$ cat src/rtl/byte_packer.sv
// Packs an 8-bit byte stream into 16-bit words, first byte in the low half.
// A flush pulse pushes out a held odd byte as a masked partial word.
module byte_packer (
  input  logic        clk,
  input  logic        reset,
  input  logic        io_in_valid,
  output logic        io_in_ready,
  input  logic [7:0]  io_in_bits,
  input  logic        io_flush,
  output logic        io_out_valid,
  input  logic        io_out_ready,
  output logic [15:0] io_out_bits,
  output logic [1:0]  io_out_mask,
  output logic [7:0]  io_words
);

  logic        lo_valid;
  logic [7:0]  lo_byte;
  logic        out_valid;
  logic [15:0] out_word;
  logic [1:0]  out_mask;
  logic        flush_pend;
  logic [7:0]  words;

  logic in_fire;
  logic out_fire;
  logic load_lo;
  logic pair;
  logic emit;

  // Ready depends only on local state, never on io_out_ready.
  assign io_in_ready = !lo_valid || !out_valid;

  assign in_fire  = io_in_valid && io_in_ready;
  assign out_fire = out_valid && io_out_ready;
  assign load_lo  = in_fire && !lo_valid;
  assign pair     = in_fire && lo_valid;
  assign emit     = (flush_pend || io_flush) && lo_valid
                    && !out_valid && !in_fire;

  always_ff @(posedge clk or negedge reset) begin
    if (!reset) begin
      lo_valid   <= 1'b0;
      lo_byte    <= 8'h00;
      out_valid  <= 1'b0;
      out_word   <= 16'h0000;
      out_mask   <= 2'b00;
      flush_pend <= 1'b0;
      words      <= 8'h00;
    end else begin
      if (out_fire) begin
        out_valid <= 1'b0;
        words     <= words + 8'd1;
      end
      if (load_lo) begin
        lo_byte  <= io_in_bits;
        lo_valid <= 1'b1;
        if (io_flush)
          flush_pend <= 1'b1;
      end else if (pair) begin
        out_word   <= {io_in_bits, lo_byte};
        out_mask   <= 2'b11;
        out_valid  <= 1'b1;
        lo_valid   <= 1'b0;
        flush_pend <= 1'b0;
      end else if (emit) begin
        out_word   <= {8'h00, lo_byte};
        out_mask   <= 2'b01;
        out_valid  <= 1'b1;
        lo_valid   <= 1'b0;
        flush_pend <= 1'b0;
      end else if (io_flush && lo_valid) begin
        // Output slot busy: remember the flush until it drains.
        flush_pend <= 1'b1;
      end
    end
  end

  assign io_out_valid = out_valid;
  assign io_out_bits  = out_word;
  assign io_out_mask  = out_mask;
  assign io_words     = words;

endmodule

$ cat config.mk
export PLATFORM = sky130hd
export DESIGN_NAME = byte_packer
export DESIGN_NICKNAME = d
export VERILOG_FILES = /design/src/rtl/byte_packer.sv
export SDC_FILE = /design/constraint.sdc
export NUM_CORES = 1
export LEC_CHECK = 0
export CORE_UTILIZATION = 50
export DETAILED_ROUTE_END_ITERATION = 7
export GPL_TIMING_DRIVEN = 0
export PLACE_DENSITY = 0.83
export SYNTH_ARGS = -nofsm -noshare
export SYNTH_HDL_FRONTEND = slang
export SYNTH_SLANG_ARGS = --single-unit
$ cat constraint.sdc
create_clock -name clk -period 3.28 [get_ports clk]
set_input_delay 0.328 -clock clk [delete_from_list [all_inputs] [get_ports clk]]
set_output_delay 0.328 -clock clk [all_outputs]
set_load 0.005 [all_outputs]
; Word level (Yosys, flattened, before mapping)
; Index checks and enable logic that the tools add are counted.
[classes]
n_shift = 0
eq_ne = 1
multipliers = 0
addsub = 1
n_reduce_logical = 18
n_bitwise = 1
div = 0
muxes = 16
n_lt_le_gt_ge = 0
[ops]
columns = op, count
row1 = $mux 16, 2
row2 = $mux 1, 12
row3 = $add 8x1->8 const B, 1
row4 = $logic_and 1x1->1, 8
row5 = $mux 2, 2
row6 = $reduce_and 2->1, 2
row7 = $reduce_bool 4->1, 1
row8 = $logic_not 1->1, 3
row9 = $reduce_bool 3->1, 1
row10 = $logic_or 1x1->1, 2
row11 = $ne 2x2->1 const B, 1
row12 = $reduce_bool 2->1, 1
row13 = $not 1->1, 1
[totals]
n_memories = 0
ramBits = 0
rom_bits = 0
latchBits = 0
elab_cells = 44
register_bits = 37

; Longest topological paths before layout
; Gate-level depths: netlist of run 1.
[depth]
word_depth = 8
mapped_depth = 5

; Worst setup path after synthesis of run 1
; OpenSTA, ideal clock, no wires.
[synth_path]
path_kind = flip-flop to flip-flop
start = register out_valid, in the netlist io_out_valid
end = register out_word[10], in the netlist io_out_bits[10]
t_arrival_ns = 1.135
slack_ns = 2.025
period_less_slack_ns = 1.255
stages_incl_launch_ff = 6
t_required_ns = 3.159
path_cell_list = dfrtp_1 > nor2b_4 > nand2b_1 > buf_6 > buf_6 > a22o_1
[synth_via]
elab_chain_cells = 7
[synth_rtl]
columns = element, line
row1 = start: declaration, 19  ; logic out_valid;
row2 = start signal: assignment, 45  ; out_valid <= 1'b0;
row3 = start signal: assignment, 52  ; out_valid <= 1'b0;
row4 = start signal: assignment, 63  ; out_valid <= 1'b1;
row5 = $logic_not 1->1 *, "32, 39"
row6 = $logic_or 1x1->1, 32  ; assign io_in_ready = !lo_valid || !out_valid;
row7 = $logic_and 1x1->1, 34  ; assign in_fire = io_in_valid && io_in_ready;
row8 = $logic_not 1->1, 39  ; && !out_valid && !in_fire;
row9 = $logic_and 1x1->1, 39
row10 = $reduce_bool 2->1 (no source line), --
row11 = $reduce_and 2->1 (no source line), --
row12 = end signal: assignment, 61  ; out_word <= {io_in_bits, lo_byte};
row13 = end signal: assignment, 67  ; out_word <= {8'h00, lo_byte};
row14 = end: declaration, 20  ; logic [15:0] out_word;
; Every way passes the cells marked *; elsewhere a longest branch is shown, timed or not.
; A chain may end at the register's enable or synchronous reset.

; Final worst setup path of run 1
[layout_path]
start = register out_valid, in the netlist io_out_valid
end = output port io_in_ready
[layout_via]
elab_chain_cells = 2
[layout_rtl]
columns = element, line
row1 = $logic_not 1->1, 32
row2 = $logic_or 1x1->1, 32
row3 = end: declaration, 7  ; output logic io_in_ready,
; Every way passes these cells.

==> impl_metrics.sql, run 1 <==
INSERT INTO impl_metrics (metric_group, metric, value, unit) VALUES
('global_route', 'grt_start_max_net_pins', '38', ''),
('critical_path', 'crit_path_start_kind', 'flip-flop', ''),
('global_route', 'overflow', '0', ''),
('drt', 'drt-pass1-iter-count', '4', ''),
('timing', 'setup_viol_count_final', '0', ''),
('clock_network', 'cts_max_path_buffers', '2', ''),
('logic_synthesis', 'synth_seq_area_share', '64.1', '%'),
('clock_network', 'post-cts-setup-buffer-count', '0', ''),
('global_route', 'via_count_of_the_first_global_routing_pass', '1004', ''),
('clock_network', 'insertion_delay', '0.34', 'ns'),
('logic_synthesis', 'net_count_synth', '117', ''),
('floorplan', 'dieWidth', '55.8', 'um'),
('floorplan', 'ios', '41', ''),
('logic_synthesis', 'yosys-top-cells-area', 'sky130_fd_sc_hd__dfrtp_1, sky130_fd_sc_hd__mux2_2, sky130_fd_sc_hd__a22o_1', ''),
('power_and_ir_drop', 'peakVddDrop', '0.701', 'mV'),
('critical_path', 'critPathLaunch', 'io_out_valid', ''),
('floorplan', 'cell_rows', '19', ''),
('clock_network', 'clock_tree.root_cell', 'sky130_fd_sc_hd__clkbuf_4', ''),
('cells_and_area', 'antenna_cells_inserted', '0', ''),
('critical_path', 'crit_path_end_kind', 'primary output', ''),
('cells_and_area', 'fillCellCount', '202', ''),
('cells_and_area', 'synthToLayoutAreaGrowth', '35.9', '%'),
('timing', 'slew-limit-headroom', '47.4', '%'),
('logic_synthesis', 'synth_top_area_share', '64.1', '%'),
('critical_path', 'path_class', 'flip-flop to primary output', ''),
('clock_network', 'clock_buffers_created_by_tritoncts', '5', ''),
('logic_synthesis', 'most_instantiated_flip_flop_cell_in_the_synthesis_netlist', 'sky130_fd_sc_hd__dfrtp_1', ''),
('timing', 'finalClockSkew', '0.00628', 'ns'),
('run_status', 'run_status', 'finished, final reports clean', ''),
('clock_network', 'ctsHoldBuffers', '0', ''),
('logic_synthesis', 'netlist_instances', '103', ''),
('timing', 'setup_tns', '0', 'ns'),
('critical_path', 'worst_r2r_path_depth', '5', ''),
('timing', 'grt_setup_unrepaired', 'no', ''),
('critical_path', 'r2r-start', 'io_out_valid', ''),
('logic_synthesis', 'syn_area_per_cell', '14.0', 'um^2'),
('clock_network', 'cts_tree', 'built', ''),
('timing', 'worst-slew-pin-transition', '0.789', 'ns'),
('timing', 'endpoints_failing_hold', '0', ''),
('floorplan', 'start_util', '52.4', '%'),
('drt', 'vias', '949', ''),
('global_route', 'grt_first_pass_wirelength', '4710', 'um'),
('logic_synthesis', 'ys_ff_latch', '37', ''),
('place', 'io_buffers', '40', ''),
('drt', 'postRouteAntennaNets', '0', ''),
('clock_network', 'cts_repair_resize_count', '0', ''),
('timing', 'report.final.slew_viol_count', '0', ''),
('place', 'detailedPlacementHpwl', '1880', 'um'),
('clock_network', 'cts.reportedPaths.clkPinSlew', '0.11', 'ns'),
('timing', 'min_period', '1.77', 'ns'),
('logic_synthesis', 'synthDominantAreaCellType', 'sky130_fd_sc_hd__dfrtp_1', ''),
('critical_path', 'maximum_fanout_along_the_worst_path', '7', ''),
('worst_hold_path', 'timing.hold.worst.class', 'input pin to async pin', ''),
('power_and_ir_drop', 'power', '1.88', 'mW'),
('timing', 'fin_crit_sh', '53.8', '%'),
('critical_path', 'critical_path_arrival', '1.44', 'ns'),
('cells_and_area', 'post_route_cells_drive_above_1_share', '16.6', '%'),
('logic_synthesis', 'syn_area', '1450', 'um^2'),
('drt', 'routed_len_inst', '14.3', 'um'),
('logic_synthesis', 'synth.lib_cells_used.distinct', '22', ''),
('cells_and_area', 'num-nets-final', '164', ''),
('drt', 'routed_via_density', '5.21', ''),
('global_route', 'antenna_found_initial', '0', ''),
('drt', 'route.final.wire_length', '2600', 'um'),
('clock_network', 'numClockSinks', '37', ''),
('logic_synthesis', 'synth.cells.most_frequent', 'sky130_fd_sc_hd__dfrtp_1, sky130_fd_sc_hd__mux2_2, sky130_fd_sc_hd__a22o_1', ''),
('logic_synthesis', 'post-synth-top-count-cell', 'sky130_fd_sc_hd__dfrtp_1', ''),
('logic_synthesis', 'async_flop_share', '100', '%'),
('global_route', 'groute.usage.overall', '20.2', '%'),
('floorplan', 'design.die.area', '3110', 'um^2'),
('floorplan', 'core-area', '2760', 'um^2');
flip-flops by register name, summed over array words and instances (netlist names):
name          flops
flush_pend        1
io_out_bits      16
io_out_mask       2
io_out_valid      1
io_words          8
lo_byte           8
lo_valid          1
metal layers:
layer	share of wire [%]	GRT usage [%]	routed length, um	vias to the layer above
li1	-	-	-	456
met1	46	26.4	1190	458
met2	46	30.6	1200	35
met3	8.0	9.07	207	0
met4	0	5.36	0	0
met5	0	0	0	-
logic make-up after synthesis:
kind of cell / count (synthesis) / share of synthesized area [%]
fa+ha+maj: 1 / 0.866
flops: 37 / 64.1
compound gates: 14 / 7.10
mux: 17 / 13.2
xor+xnor: 7 / 4.24
simple gates: 20 / 7.45
buf+inv: 7 / 3.03
through the flow:
| stage | worst slack, ns | utilization (%) | std cells | hold WS [ns] | cell area [um^2] |
|---|---|---|---|---|---|
| floorplan | 2.02 | - | 103 | 0.0324 | 1450 |
| global placement | 1.14 | 68.3 | 174 | 0.448 | 1880 |
| detailed placement | 1.49 | 68.1 | 174 | 0.454 | 1880 |
| CTS | 1.49 | 71.2 | 182 | 0.0680 | 1960 |
| global route | 1.44 | 71.2 | 182 | 0.0941 | 1960 |
| finish | 1.51 | 71.2 | 182 | 0.0613 | 1960 |
final cells by class:
class | count | area, um^2 | share of cell area [%]
flip-flops and latches | 37 | 926 | 47.1
multi-input cells | 59 | 475 | 24.2
repair buffers | 40 | 395 | 20.1
clock buffers | 7 | 55.1 | 2.80
well taps | 31 | 38.8 | 1.97
plain buffers | 4 | 32.5 | 1.66
clock inverters | 1 | 30.0 | 1.53
inverters | 3 | 11.3 | 0.573
worst max-delay path, stage by stage, from the launching register on:
cell                              delay, ns
sky130_fd_sc_hd__dfrtp_1               0.49
sky130_fd_sc_hd__nand2_1               0.11
sky130_fd_sc_hd__clkdlybuf4s50_1       0.50
cells in the final DEF (no fill, tap or decap), types with 2 or more instances in the layout:
master / Yosys / layout
sky130_fd_sc_hd__nor2_1: 2 / 2
sky130_fd_sc_hd__buf_6: 2 / 2
sky130_fd_sc_hd__xor2_1: 4 / 4
sky130_fd_sc_hd__a22o_1: 8 / 8
sky130_fd_sc_hd__clkdlybuf4s50_1: 0 / 39
sky130_fd_sc_hd__nand2_1: 5 / 5
sky130_fd_sc_hd__xnor2_1: 3 / 3
sky130_fd_sc_hd__dfrtp_1: 37 / 37
sky130_fd_sc_hd__buf_2: 2 / 3
sky130_fd_sc_hd__inv_1: 3 / 3
sky130_fd_sc_hd__o21ai_0: 4 / 4
sky130_fd_sc_hd__clkbuf_4: 0 / 5
sky130_fd_sc_hd__nor3_1: 4 / 4
sky130_fd_sc_hd__nand2b_1: 3 / 3
sky130_fd_sc_hd__mux2_2: 11 / 11
sky130_fd_sc_hd__nand3_1: 2 / 2
sky130_fd_sc_hd__mux2_1: 6 / 6
path summary, 6_finish.rpt:
path | end | slack (ns)
worst max-delay path | io_in_ready | 1.51
worst min-delay path | io_out_bits[1] | 0.06
worst max register to register | io_out_bits[9] | 1.90
worst min register to register | io_out_mask[0] | 0.47
max in group asynchronous | io_words[0] | 2.73
min in group clk | io_out_mask[0] | 0.47
where the power goes:
group	switching, mW	internal, mW
clock	0.144	0.182
sequential	0.149	0.668
combinational	0.246	0.491
(Power assumes the default switching activity.)
==> run 2: changes to the inputs <==
- CORE_UTILIZATION: 50 -> 46
- PLACE_DENSITY: 0.83 -> 0.77
- clock period: 3.28 -> 1.7 ns (I/O delays scaled with it)
==> impl_metrics.sql, run 2 (same netlist as run 1, synthesis figures left out) <==
INSERT INTO impl_metrics (metric_group, metric, value, unit) VALUES
('floorplan', 'ios', '41', ''),
('clock_network', 'cts_repair_resize_count', '0', ''),
('worst_hold_path', 'timing.hold.worst.class', 'input pin to async pin', ''),
('run_status', 'run_status', 'finished with violations', ''),
('timing', 'slew-limit-headroom', '47.3', '%'),
('cells_and_area', 'postLayoutCoreUtil', '68.1', '%'),
('floorplan', 'dieWidth', '58.1', 'um'),
('clock_network', 'numClockSinks', '37', ''),
('timing', 'worst-slew-pin-transition', '0.790', 'ns'),
('timing', 'grt_setup_unrepaired', 'no', ''),
('drt', 'drtIter0Drc', '15', ''),
('critical_path', 'setup.reg_to_reg.worst_slack', '0.32', 'ns'),
('place', 'place.gp.congestion', '0.693', ''),
('critical_path', 'r2r-start', 'io_out_valid', ''),
('cells_and_area', 'most_common_cell_after_layout_fill_and_taps_aside', 'sky130_fd_sc_hd__clkdlybuf4s50_1', ''),
('power_and_ir_drop', 'power.density_cell_area', '1770', 'nW/um^2'),
('clock_network', 'cts.reportedPaths.clkPinSlew', '0.11', 'ns'),
('critical_path', 'crit_path_start_kind', 'flip-flop', ''),
('floorplan', 'cell_rows', '19', ''),
('drt', 'postRouteAntennaNets', '0', ''),
('run_status', 'violations', 'design-rule violations', ''),
('timing', 'report.final.slew_viol_count', '0', ''),
('critical_path', 'path_class', 'flip-flop to primary output', ''),
('critical_path', 'maximum_fanout_along_the_worst_path', '7', ''),
('cells_and_area', 'antenna_cells_inserted', '0', ''),
('global_route', 'antenna_found_initial', '0', ''),
('global_route', 'groute.usage.overall', '19.0', '%'),
('clock_network', 'cts_tree', 'built', ''),
('timing', 'endpoints_failing_hold', '0', ''),
('cells_and_area', 'layout.cells.most_common_list', 'sky130_fd_sc_hd__clkdlybuf4s50_1, sky130_fd_sc_hd__dfrtp_1, sky130_fd_sc_hd__mux2_2, sky130_fd_sc_hd__a22o_1, sky130_fd_sc_hd__mux2_1', ''),
('drt', 'vias', '966', ''),
('floorplan', 'die_h', '58.1', 'um'),
('cells_and_area', 'post_route_cells_drive_above_1_share', '15.9', '%'),
('global_route', 'overflow', '0', ''),
('drt', 'route.final.wire_length', '2690', 'um'),
('clock_network', 'cts.htree.levels', '2', ''),
('floorplan', 'core-area', '2880', 'um^2'),
('drt', 'routed_via_density', '5.01', ''),
('power_and_ir_drop', 'power', '3.46', 'mW'),
('cells_and_area', 'largest_register_ffs', '16', ''),
('flow_run', 'cap_viol_max_count', '0', ''),
('cells_and_area', 'synthToLayoutAreaGrowth', '35.5', '%'),
('clock_network', 'insertion_delay', '0.33', 'ns'),
('timing', 'setup_tns', '0', 'ns'),
('timing', 'setup_viol_count_final', '0', ''),
('global_route', 'grt_first_pass_wirelength', '4620', 'um'),
('global_route', 'via_count_of_the_first_global_routing_pass', '970', ''),
('clock_network', 'clock_tree.root_cell', 'sky130_fd_sc_hd__clkbuf_4', ''),
('timing', 'fin_crit_sh', '94.1', '%'),
('clock_network', 'cts_max_path_buffers', '2', ''),
('power_and_ir_drop', 'power.static_leakage', '0.867', 'nW'),
('floorplan', 'design.die.area', '3370', 'um^2'),
('drt', 'drt-pass1-iter-count', '8', ''),
('floorplan', 'start_util', '50.2', '%'),
('timing', 'finalHoldWorstSlack', '0.456', 'ns'),
('critical_path', 'crit_required', '1.53', 'ns'),
('clock_network', 'clock_buffers_created_by_tritoncts', '5', ''),
('critical_path', 'worst_r2r_endpoint', 'io_out_bits[12]', ''),
('drt', 'routed_len_inst', '14.0', 'um'),
('cells_and_area', 'num-nets-final', '165', ''),
('critical_path', 'worst_r2r_path_depth', '5', ''),
('timing', 'min_period', '1.60', 'ns'),
('timing', 'finalClockSkew', '0.00874', 'ns'),
('power_and_ir_drop', 'peakVddDrop', '1.05', 'mV'),
('drt', 'drc', '2', ''),
('place', 'detailedPlacementHpwl', '1910', 'um'),
('critical_path', 'crit_path_end_kind', 'primary output', ''),
('place', 'io_buffers', '40', ''),
('timing', 'clock.fmax', '0.625', 'GHz'),
('critical_path', 'critical_path_arrival', '1.43', 'ns'),
('global_route', 'grt_start_max_net_pins', '38', '');
run 2: worst max path at each step:
stage                             from              end  cells after the start
after floorplan           io_out_valid  io_out_bits[10]                      5
after global placement           reset      io_words[7]                      1
after detailed placement   io_in_valid   io_out_bits[1]                      5
after CTS                 io_out_valid      io_in_ready                      2
after global routing      io_out_valid      io_in_ready                      2
final                     io_out_valid      io_in_ready                      2
run 2: final cells by class:
type / instances / area, um^2
Buffer: 4 / 32.5
Sequential cell: 37 / 926
Tap cell: 42 / 52.6
Fill cell: 218 / 918
Clock buffer: 7 / 55.1
Inverter: 3 / 11.3
Timing Repair Buffer: 41 / 405
Multi-Input combinational cell: 59 / 475
run 2: timing repair:
item / in CTS / in global routing
setup buffers: 0 / 0
hold endpoints to repair: 37 / 0
hold buffers: 1 / 0
run 2: metrics by stage:
stage	area [um^2]	worst slack, ns	cells
global placement	1900	-0.285	185
CTS	1960	0.0814	193
finish	1960	0.0998	193
floorplan	1450	0.445	103
global route	1960	0.0301	193
detailed placement	1890	0.0930	185
run 2: per-layer routing:
| layer | share of wire (%) | track usage [%] | vias up | routed length [um] |
|---|---|---|---|---|
| li1 | - | - | 451 | - |
| met3 | 5.7 | 6.92 | 4 | 154 |
| met4 | 0.93 | 6.12 | 0 | 25 |
| met2 | 48 | 29.6 | 35 | 1300 |
| met5 | 0 | 0 | - | 0 |
| met1 | 45 | 24.9 | 476 | 1210 |
run 2: power by group:
part / internal (mW) / leakage (nW) / switching [mW]
Sequential: 1.29 / 0.446 / 0.283
Combinational: 0.949 / 0.390 / 0.478
Clock: 0.195 / 0.0314 / 0.263
Total: 2.43 / 0.867 / 1.02
run 2: critical path, cell delays in order (launching register included):
cell,delay [ns]
sky130_fd_sc_hd__dfrtp_1,0.50
sky130_fd_sc_hd__nand2_1,0.12
sky130_fd_sc_hd__clkdlybuf4s50_1,0.50
==> run 3: changes to the inputs <==
- CTS_CLUSTER_DIAMETER: unset -> 60
==> results of run 3 <==
No change in the layout: final DEF, timing and power equal those of run 2.
